===== config.mk =====
export PLATFORM = sky130hd
export DESIGN_NAME = load_store_unit
export DESIGN_NICKNAME = d
export VERILOG_FILES = /design/src/rtl/load_store_unit.sv
export SDC_FILE = /design/constraint.sdc
export NUM_CORES = 1
export LEC_CHECK = 0
export ABC_AREA = 1
export CORE_UTILIZATION = 40
export CTS_CLUSTER_SIZE = 20
export DETAILED_ROUTE_END_ITERATION = 8
export PLACE_DENSITY = 0.76
export RECOVER_POWER = 100
export SLEW_MARGIN = 20
export SYNTH_ARGS = -nofsm -noshare
export SYNTH_HDL_FRONTEND = slang
export SYNTH_SLANG_ARGS = --single-unit

===== constraint.sdc =====
create_clock -name clk -period 3.7 [get_ports clk]
set_clock_uncertainty 0.15 [all_clocks]
set_input_delay 0.555 -clock clk [delete_from_list [all_inputs] [get_ports clk]]
set_output_delay 0.555 -clock clk [all_outputs]
set_load 0.005 [all_outputs]

===== src/rtl/load_store_unit.sv =====
// RV32I load/store front end for a word-addressed memory with one-cycle registered reads.
// Formats stores into byte masks, extends loads, and answers every request over valid/ready.
module load_store_unit #(
    parameter int MEM_BYTES = 4096
) (
    input  logic        clk,
    input  logic        reset,
    input  logic        req_valid,
    output logic        req_ready,
    input  logic        req_we,
    input  logic [2:0]  req_funct3,
    input  logic [31:0] req_addr,
    input  logic [31:0] req_wdata,
    output logic        rsp_valid,
    input  logic        rsp_ready,
    output logic [31:0] rsp_rdata,
    output logic        rsp_err,
    output logic [31:0] mem_addr,
    output logic        mem_rstrb,
    output logic [31:0] mem_wdata,
    output logic [3:0]  mem_wmask,
    input  logic [31:0] mem_rdata
);

    // state | meaning: IDLE accept | ISSUE strobe/mask out | RDWAIT capture load | RESP hold response
    localparam logic [1:0] IDLE   = 2'd0;
    localparam logic [1:0] ISSUE  = 2'd1;
    localparam logic [1:0] RDWAIT = 2'd2;
    localparam logic [1:0] RESP   = 2'd3;

    localparam logic [31:0] ADDR_LIMIT = 32'(MEM_BYTES);

    logic [1:0]  state;
    logic [2:0]  funct3_q;

    logic        f3_ok;
    logic        align_ok;
    logic        range_ok;
    logic        fault;
    logic [31:0] st_wdata;
    logic [3:0]  st_wmask;
    logic [7:0]  ld_byte;
    logic [15:0] ld_half;
    logic [31:0] ld_data;

    assign req_ready = (state == IDLE);
    assign rsp_valid = (state == RESP);

    always_comb begin
        f3_ok = 1'b0;
        case (req_funct3)
            3'b000, 3'b001, 3'b010: f3_ok = 1'b1;
            3'b100, 3'b101:         f3_ok = !req_we;
            default:                f3_ok = 1'b0;
        endcase
    end

    always_comb begin
        align_ok = 1'b1;
        case (req_funct3[1:0])
            2'b01:   align_ok = !req_addr[0];
            2'b10:   align_ok = (req_addr[1:0] == 2'b00);
            default: align_ok = 1'b1;
        endcase
    end

    assign range_ok = (req_addr < ADDR_LIMIT);
    assign fault    = !(f3_ok && align_ok && range_ok);

    // Replicate store data across lanes so Memory only needs the mask to pick bytes.
    always_comb begin
        st_wdata = req_wdata;
        st_wmask = 4'b1111;
        case (req_funct3[1:0])
            2'b00: begin
                st_wdata = {4{req_wdata[7:0]}};
                st_wmask = 4'b0001 << req_addr[1:0];
            end
            2'b01: begin
                st_wdata = {2{req_wdata[15:0]}};
                st_wmask = 4'b0011 << {req_addr[1], 1'b0};
            end
            default: begin
                st_wdata = req_wdata;
                st_wmask = 4'b1111;
            end
        endcase
    end

    always_comb begin
        ld_byte = mem_rdata[7:0];
        case (mem_addr[1:0])
            2'b00:   ld_byte = mem_rdata[7:0];
            2'b01:   ld_byte = mem_rdata[15:8];
            2'b10:   ld_byte = mem_rdata[23:16];
            default: ld_byte = mem_rdata[31:24];
        endcase
    end

    assign ld_half = mem_addr[1] ? mem_rdata[31:16] : mem_rdata[15:0];

    always_comb begin
        ld_data = mem_rdata;
        case (funct3_q)
            3'b000:  ld_data = {{24{ld_byte[7]}}, ld_byte};
            3'b100:  ld_data = {24'd0, ld_byte};
            3'b001:  ld_data = {{16{ld_half[15]}}, ld_half};
            3'b101:  ld_data = {16'd0, ld_half};
            default: ld_data = mem_rdata;
        endcase
    end

    always_ff @(posedge clk or posedge reset) begin
        if (reset) begin
            state     <= IDLE;
            funct3_q  <= 3'd0;
            rsp_rdata <= 32'd0;
            rsp_err   <= 1'b0;
            mem_addr  <= 32'd0;
            mem_rstrb <= 1'b0;
            mem_wdata <= 32'd0;
            mem_wmask <= 4'd0;
        end else begin
            case (state)
                IDLE: begin
                    if (req_valid) begin
                        funct3_q <= req_funct3;
                        if (fault) begin
                            rsp_err   <= 1'b1;
                            rsp_rdata <= 32'd0;
                            state     <= RESP;
                        end else begin
                            mem_addr <= req_addr;
                            if (req_we) begin
                                mem_wmask <= st_wmask;
                                mem_wdata <= st_wdata;
                            end else begin
                                mem_rstrb <= 1'b1;
                            end
                            state <= ISSUE;
                        end
                    end
                end
                ISSUE: begin
                    mem_rstrb <= 1'b0;
                    mem_wmask <= 4'd0;
                    // the strobe itself tells us whether this was a load
                    state     <= mem_rstrb ? RDWAIT : RESP;
                end
                RDWAIT: begin
                    rsp_rdata <= ld_data;
                    state     <= RESP;
                end
                default: begin
                    if (rsp_ready) begin
                        rsp_err   <= 1'b0;
                        rsp_rdata <= 32'd0;
                        state     <= IDLE;
                    end
                end
            endcase
        end
    end

endmodule


---- Word level (Yosys, flattened, before mapping) ----
Index checks and enable logic that the tools add are counted.
storage, ports and cells
  flip-flop bits (word level) ............. 107
  input bits .............................. 104
  logic and storage cells ................. 85
cells by class
  $lt $le $gt $ge ......................... 1
  equality and inequality tests ........... 19
  shifts and indexed selects .............. 2
  mux-type cells .......................... 28
  bitwise operators ....................... 2
  reductions and logical operators ........ 25
operators with widths
  kind                                                           number
  one-hot mux 32 bit (4 select lines)                            1
  2-to-1 mux 32 bit                                              3
  one-hot mux 32 bit (3 select lines)                            1
  one-hot mux 32 bit (2 select lines)                            1
  less-than comparator 32 x 13 -> 1 bit (second input constant)  1
  one-hot mux 8 bit (3 select lines)                             1
  AND reduction 4 bit                                            5
  2-to-1 mux 16 bit                                              1
  one-hot mux 4 bit (2 select lines)                             2
  == test 3 bit (second input constant)                          4
  2-to-1 mux 4 bit                                               3
  == test 2 bit (second input constant)                          4
  zero test 2 bit                                                4
  one-hot mux 1 bit (2 select lines)                             4
  2-to-1 mux 1 bit                                               7
  == test 2 x 1 -> 1 bit (second input constant)                 3
  == test 3 x 1 -> 1 bit (second input constant)                 2
  zero test 3 bit                                                2
  2-to-1 mux 2 bit                                               3
  inequality test 2 bit (second input constant)                  3
  one-hot mux 2 bit (3 select lines)                             1
  inequality test 2 x 1 -> 1 bit (second input constant)         2
  AND reduction 2 bit                                            2
  nonzero test 2 bit                                             2
  11 further kinds                                               15

---- Depth between registers and ports, before layout ----
  depth in word-level cells ............... 8
  mapped depth ............................ 12
  mapped depth without buffers ............ 11

---- Least setup slack after synthesis ----
OpenSTA, ideal clock, no wires.
  path type ............................... input to register
  start ................................... in req_funct3[0]
  end ..................................... reg mem_wdata[16]
  library setup time ...................... 0.117 ns
  arrival ................................. 1.762 ns
  setup slack ............................. 1.672 ns
  stages on the path ...................... 11
  buffers on the path ..................... 2
  cell sequence ........................... inv_1 > ha_1 > a21boi_0 > nand2_1 > nand3_1 > nor2_2 > nand3_2 > buf_6 > buf_6 > nand2_1 > nand2_1
on the way
  word-level cells in the longest chain between the ends .. 6
  elaborated cells on any way between the ends .. 16
  those cells by class .................... eq/ne: 6; mux: 3; reduce/logical: 7
ends and longest elaborated chain
  what                                                             RTL line  source
  from (decl)                                                      11        input logic [2:0] req_funct3,
  == test 3 x 1 -> 1 bit (tied with other cells)                   51        case (req_funct3)
  OR reduction 3 bit / OR reduction 2 bit (equally long branches)  51
  one-hot mux 1 bit (2 select lines)                               51
  logical AND 1 bit (2 in series)                                  68        assign fault = !(f3_ok && align_ok && range_ok);
  AND reduction 4 bit (no line)                                    -
  to (signal assigned)                                             136       mem_wdata <= st_wdata;
  to (decl)                                                        20        output logic [31:0] mem_wdata,
Several ways; a longest one is shown, not always the timed one.
A chain may end at the register's enable or synchronous reset.

---- Worst setup path in the final report ----
  start ................................... in req_funct3[1]
  end ..................................... reg mem_addr[1]
on the way
  word-level cells in the longest chain between the ends .. 6
  elaborated cells on any way between the ends .. 14
  those cells by class .................... eq/ne: 6; mux: 2; reduce/logical: 6
ends and longest elaborated chain
  what                                                             RTL line  source
  == test 3 x 1 -> 1 bit (tied with other cells)                   51
  OR reduction 3 bit / OR reduction 2 bit (equally long branches)  51
  one-hot mux 1 bit (2 select lines)                               51
  logical AND 1 bit (*) (2 in series)                              68
  AND reduction 3 bit (no line) (*)                                -
  to (signal assigned)                                             133       mem_addr <= req_addr;
  to (decl)                                                        18        output logic [31:0] mem_addr,
Every way passes the cells marked *; elsewhere a longest branch is shown, timed or not.

==> impl_results.md <==
* Power density relative to cell area at 507 nW/µm²
* Floorplan die width at 117 µm
* Most common cell in the synthesized netlist: sky130_fd_sc_hd__nand2_1
* Placed insts at about 1100
* Seq. cell area at 2680 µm²
* Post-route ant nets at 0
* Area of the die at 13800 µm²
* Actual slew at the worst max-slew pin at 1730 ps
* Syn Std Cell Area at 5320 µm²
* Final-layout setup total negative slack at 0 ps
* Hold Vio Cnt, Final at 0
* Path category of the worst min-delay check: register to register
* Top post-synthesis cells by area: sky130_fd_sc_hd__dfrtp_1 50%, sky130_fd_sc_hd__nand2_1 19%, sky130_fd_sc_hd__o21ai_0 6.2%
* Buffers added on ports at 207
* Root buffer cell: sky130_fd_sc_hd__clkbuf_16
* Max Fclk at 0.332 GHz
* Final critical-path required period at 3010 ps
* Yosys synthesis warning count at 0
* Worst path arrival time at around 3000 ps
* Clock latency at the later pin of the worst-skew pair at 350 ps
* Run status: complete, but fails checks
* Core ar. at 12800 µm²
* Share of the synthesized area in the top cell type at 0.504
* First-pass GRT wire length at 25400 µm
* TritonCTS clock tree: yes
* Final-stage net count at approximately 1000
* Unique cell type count in the Yosys netlist at 29
* Fin. max-slew vios at 83
* TritonCTS sink count at 107
* GRT Resource Usage Total at 0.243
* Synthesized flop and latch total at 107
* Maximum number of pins on one net before global-route repair at 83
* Final weighted congestion in routability-driven placement at 0.887
* Setup repair after global routing missed its margin: no
* Static Leakage at about 0.0042 µW
* Overall via count from detail_route at 5258
* Share of the yosys chip area belonging to registers at 0.504
* Worst VDD drop at 0.000297 V
* Via count of the first global-routing pass at 5133
* Endpoint type of the worst setup path: register
* Global route total overflow at 0
* Failing checks: capacitance limit, slew limit
* Area of the multi-input gates at 2230 µm²
* Avg Cell Area, Syn at approximately 7.6 µm²
* Starting utilization of the core area at 0.416
* Total of fill cells in the finished design at ~1200
* Number of standard cells in the layout, taps in and fillers out at 1073
* Per-cell routed wire length at 14.8 µm
* Drt first-iter violations at 432
* Synth Net Count at just over 800
* Post-cts resize count at 0
* Final setup violation count at 0
* Inserted Clock Buffers at 9
* Layout cells sized above 1 at 0.0378
* WL final at 15900 µm
* Clock H-tree levels at 3
* Worst Setup Start Kind: primary input
* Clock transition at the registers of the reported paths at 70 ps
* Synth async-reset ratio at 1.00
* Die extent in y at 117 µm
* Number of placement rows at 41
* Layout Area Growth over Synthesis at 46.3%
* Drt drc at 0
* Number of synthesized flops with an enable pin at 0
* Number of placed I/O pins at 208
* Required time of the worst setup path at between 3000 and 4000 ps
* DR pass1 iterations at 5
* Top_reg_cell synth: sky130_fd_sc_hd__dfrtp_1
* Maximum buffer depth of the clock tree at 2
* Path type of the worst setup path: primary input to register
* Period Utilization, post-route at 0.814
* Reported max-cap violation count at 1
* Worst slew margin relative to its limit at -0.157
* Synthesized instance count at 703
* Leading post-synthesis cells by instance count: 267 x sky130_fd_sc_hd__nand2_1, 107 x sky130_fd_sc_hd__dfrtp_1, 66 x sky130_fd_sc_hd__o21ai_0
* Placed wire-length estimate at 11500 µm
* Hold_buf cts at 0
* Top cell type by total area after synthesis: sky130_fd_sc_hd__dfrtp_1
* Number of antenna violations at the first check in global routing at 1
* Detailed-route vias per instance at 4.90
* Post-CTS repair timing setup buffer count at 0
* Maximum fanout count along the critical path at 34
per-layer routing:
metal,GRT usage,vias to the layer above,wire length [µm]
met1,0.307,2394,6670
met2,0.391,226,7270
li1,-,2613,-
met3,0.0731,25,1590
met4,0.0996,0,349
met5,0,-,0
layout by cell type (no fill, tap or decap), types with 2 or more instances in the layout:
cell                              Yosys  routed
sky130_fd_sc_hd__ha_1                 7       7
sky130_fd_sc_hd__o21ai_0             66      80
sky130_fd_sc_hd__a21oi_1             35      35
sky130_fd_sc_hd__nand2_1            267     267
sky130_fd_sc_hd__clkdlybuf4s50_1      0     101
sky130_fd_sc_hd__nand3_2              3       3
sky130_fd_sc_hd__clkbuf_16            0       9
sky130_fd_sc_hd__nor2_1              42      43
sky130_fd_sc_hd__or2_1                2       2
sky130_fd_sc_hd__nand2_2              4       4
sky130_fd_sc_hd__dfrtp_1            107     107
sky130_fd_sc_hd__inv_2                4       2
sky130_fd_sc_hd__clkbuf_1            13       3
sky130_fd_sc_hd__buf_4                0       6
sky130_fd_sc_hd__o22ai_1              3       3
sky130_fd_sc_hd__dlygate4sd3_1        0     106
sky130_fd_sc_hd__clkinvlp_4           0       4
sky130_fd_sc_hd__inv_1               56      57
sky130_fd_sc_hd__nand3_1             45      45
sky130_fd_sc_hd__a211oi_1             3       3
power by group:
part | total, µW | internal, µW | switching, µW
clock | 965 | 523 | 442
sequential | 1500 | 1360 | 134
combinational | 1480 | 616 | 864
layout make-up:
class	count	area share
Multi-Input combinational cell	501	0.286
Sequential cell	107	0.344
Inverter	60	0.0294
Antenna cell	1	0.000322
Clock buffer	9	0.0290
Tap cell	172	0.0277
Clock inverter	6	0.00853
Timing Repair Buffer	217	0.274
registers in the layout, summed over array words and instances (netlist names):
register   cells
state          2
mem_addr      32
mem_wdata     32
rsp_err        1
mem_rstrb      1
rsp_rdata     32
mem_wmask      4
funct3_q       3
metrics by stage:
step / utilization / hold slack, ps / setup slack (ps) / cell area, µm² / total power [µW]
floorplan: - / 310 / 178 / 5320 / 2380
global placement: 0.588 / 299 / 678 / 7500 / 3060
detailed placement: 0.588 / 302 / 605 / 7500 / 3070
CTS: 0.610 / 321 / 896 / 7800 / 4040
global route: 0.609 / 334 / 386 / 7780 / 4230
finish: 0.609 / 312 / 689 / 7780 / 3940
final timing paths:
check / to / startpoint / depth (start not counted) / slack, ps
max: mem_addr[1] / req_funct3[1] / 11 / 690
min: mem_addr[20] / mem_addr[20] / 2 / 310
max reg2reg: rsp_rdata[28] / state[0] / 9 / 880
min reg2reg: mem_addr[20] / mem_addr[20] / 2 / 310
max in group asynchronous: rsp_rdata[4] / reset / 3 / 1040
min in group asynchronous: mem_addr[4] / reset / 2 / 1020
cells by family after synthesis:
group | after synthesis | synth area share
AOI/OAI and AO/OA | 129 | 0.129
DFF | 107 | 0.504
adders and majority gates | 7 | 0.0165
and+or+nand+nor | 365 | 0.276
buffers and inverters | 95 | 0.0753
critical path: stages:
cell	delay (ps)
sky130_fd_sc_hd__dlygate4sd3_1	550
sky130_fd_sc_hd__inv_1	160
sky130_fd_sc_hd__ha_1	420
sky130_fd_sc_hd__a21boi_0	150
sky130_fd_sc_hd__nand2_1	110
sky130_fd_sc_hd__nand3_1	90
sky130_fd_sc_hd__nor2_1	230
sky130_fd_sc_hd__nand2_1	120
sky130_fd_sc_hd__clkbuf_2	430
sky130_fd_sc_hd__nand2_1	160
sky130_fd_sc_hd__o21ai_0	90
No activity file was read; power rests on OpenSTA's default activity.
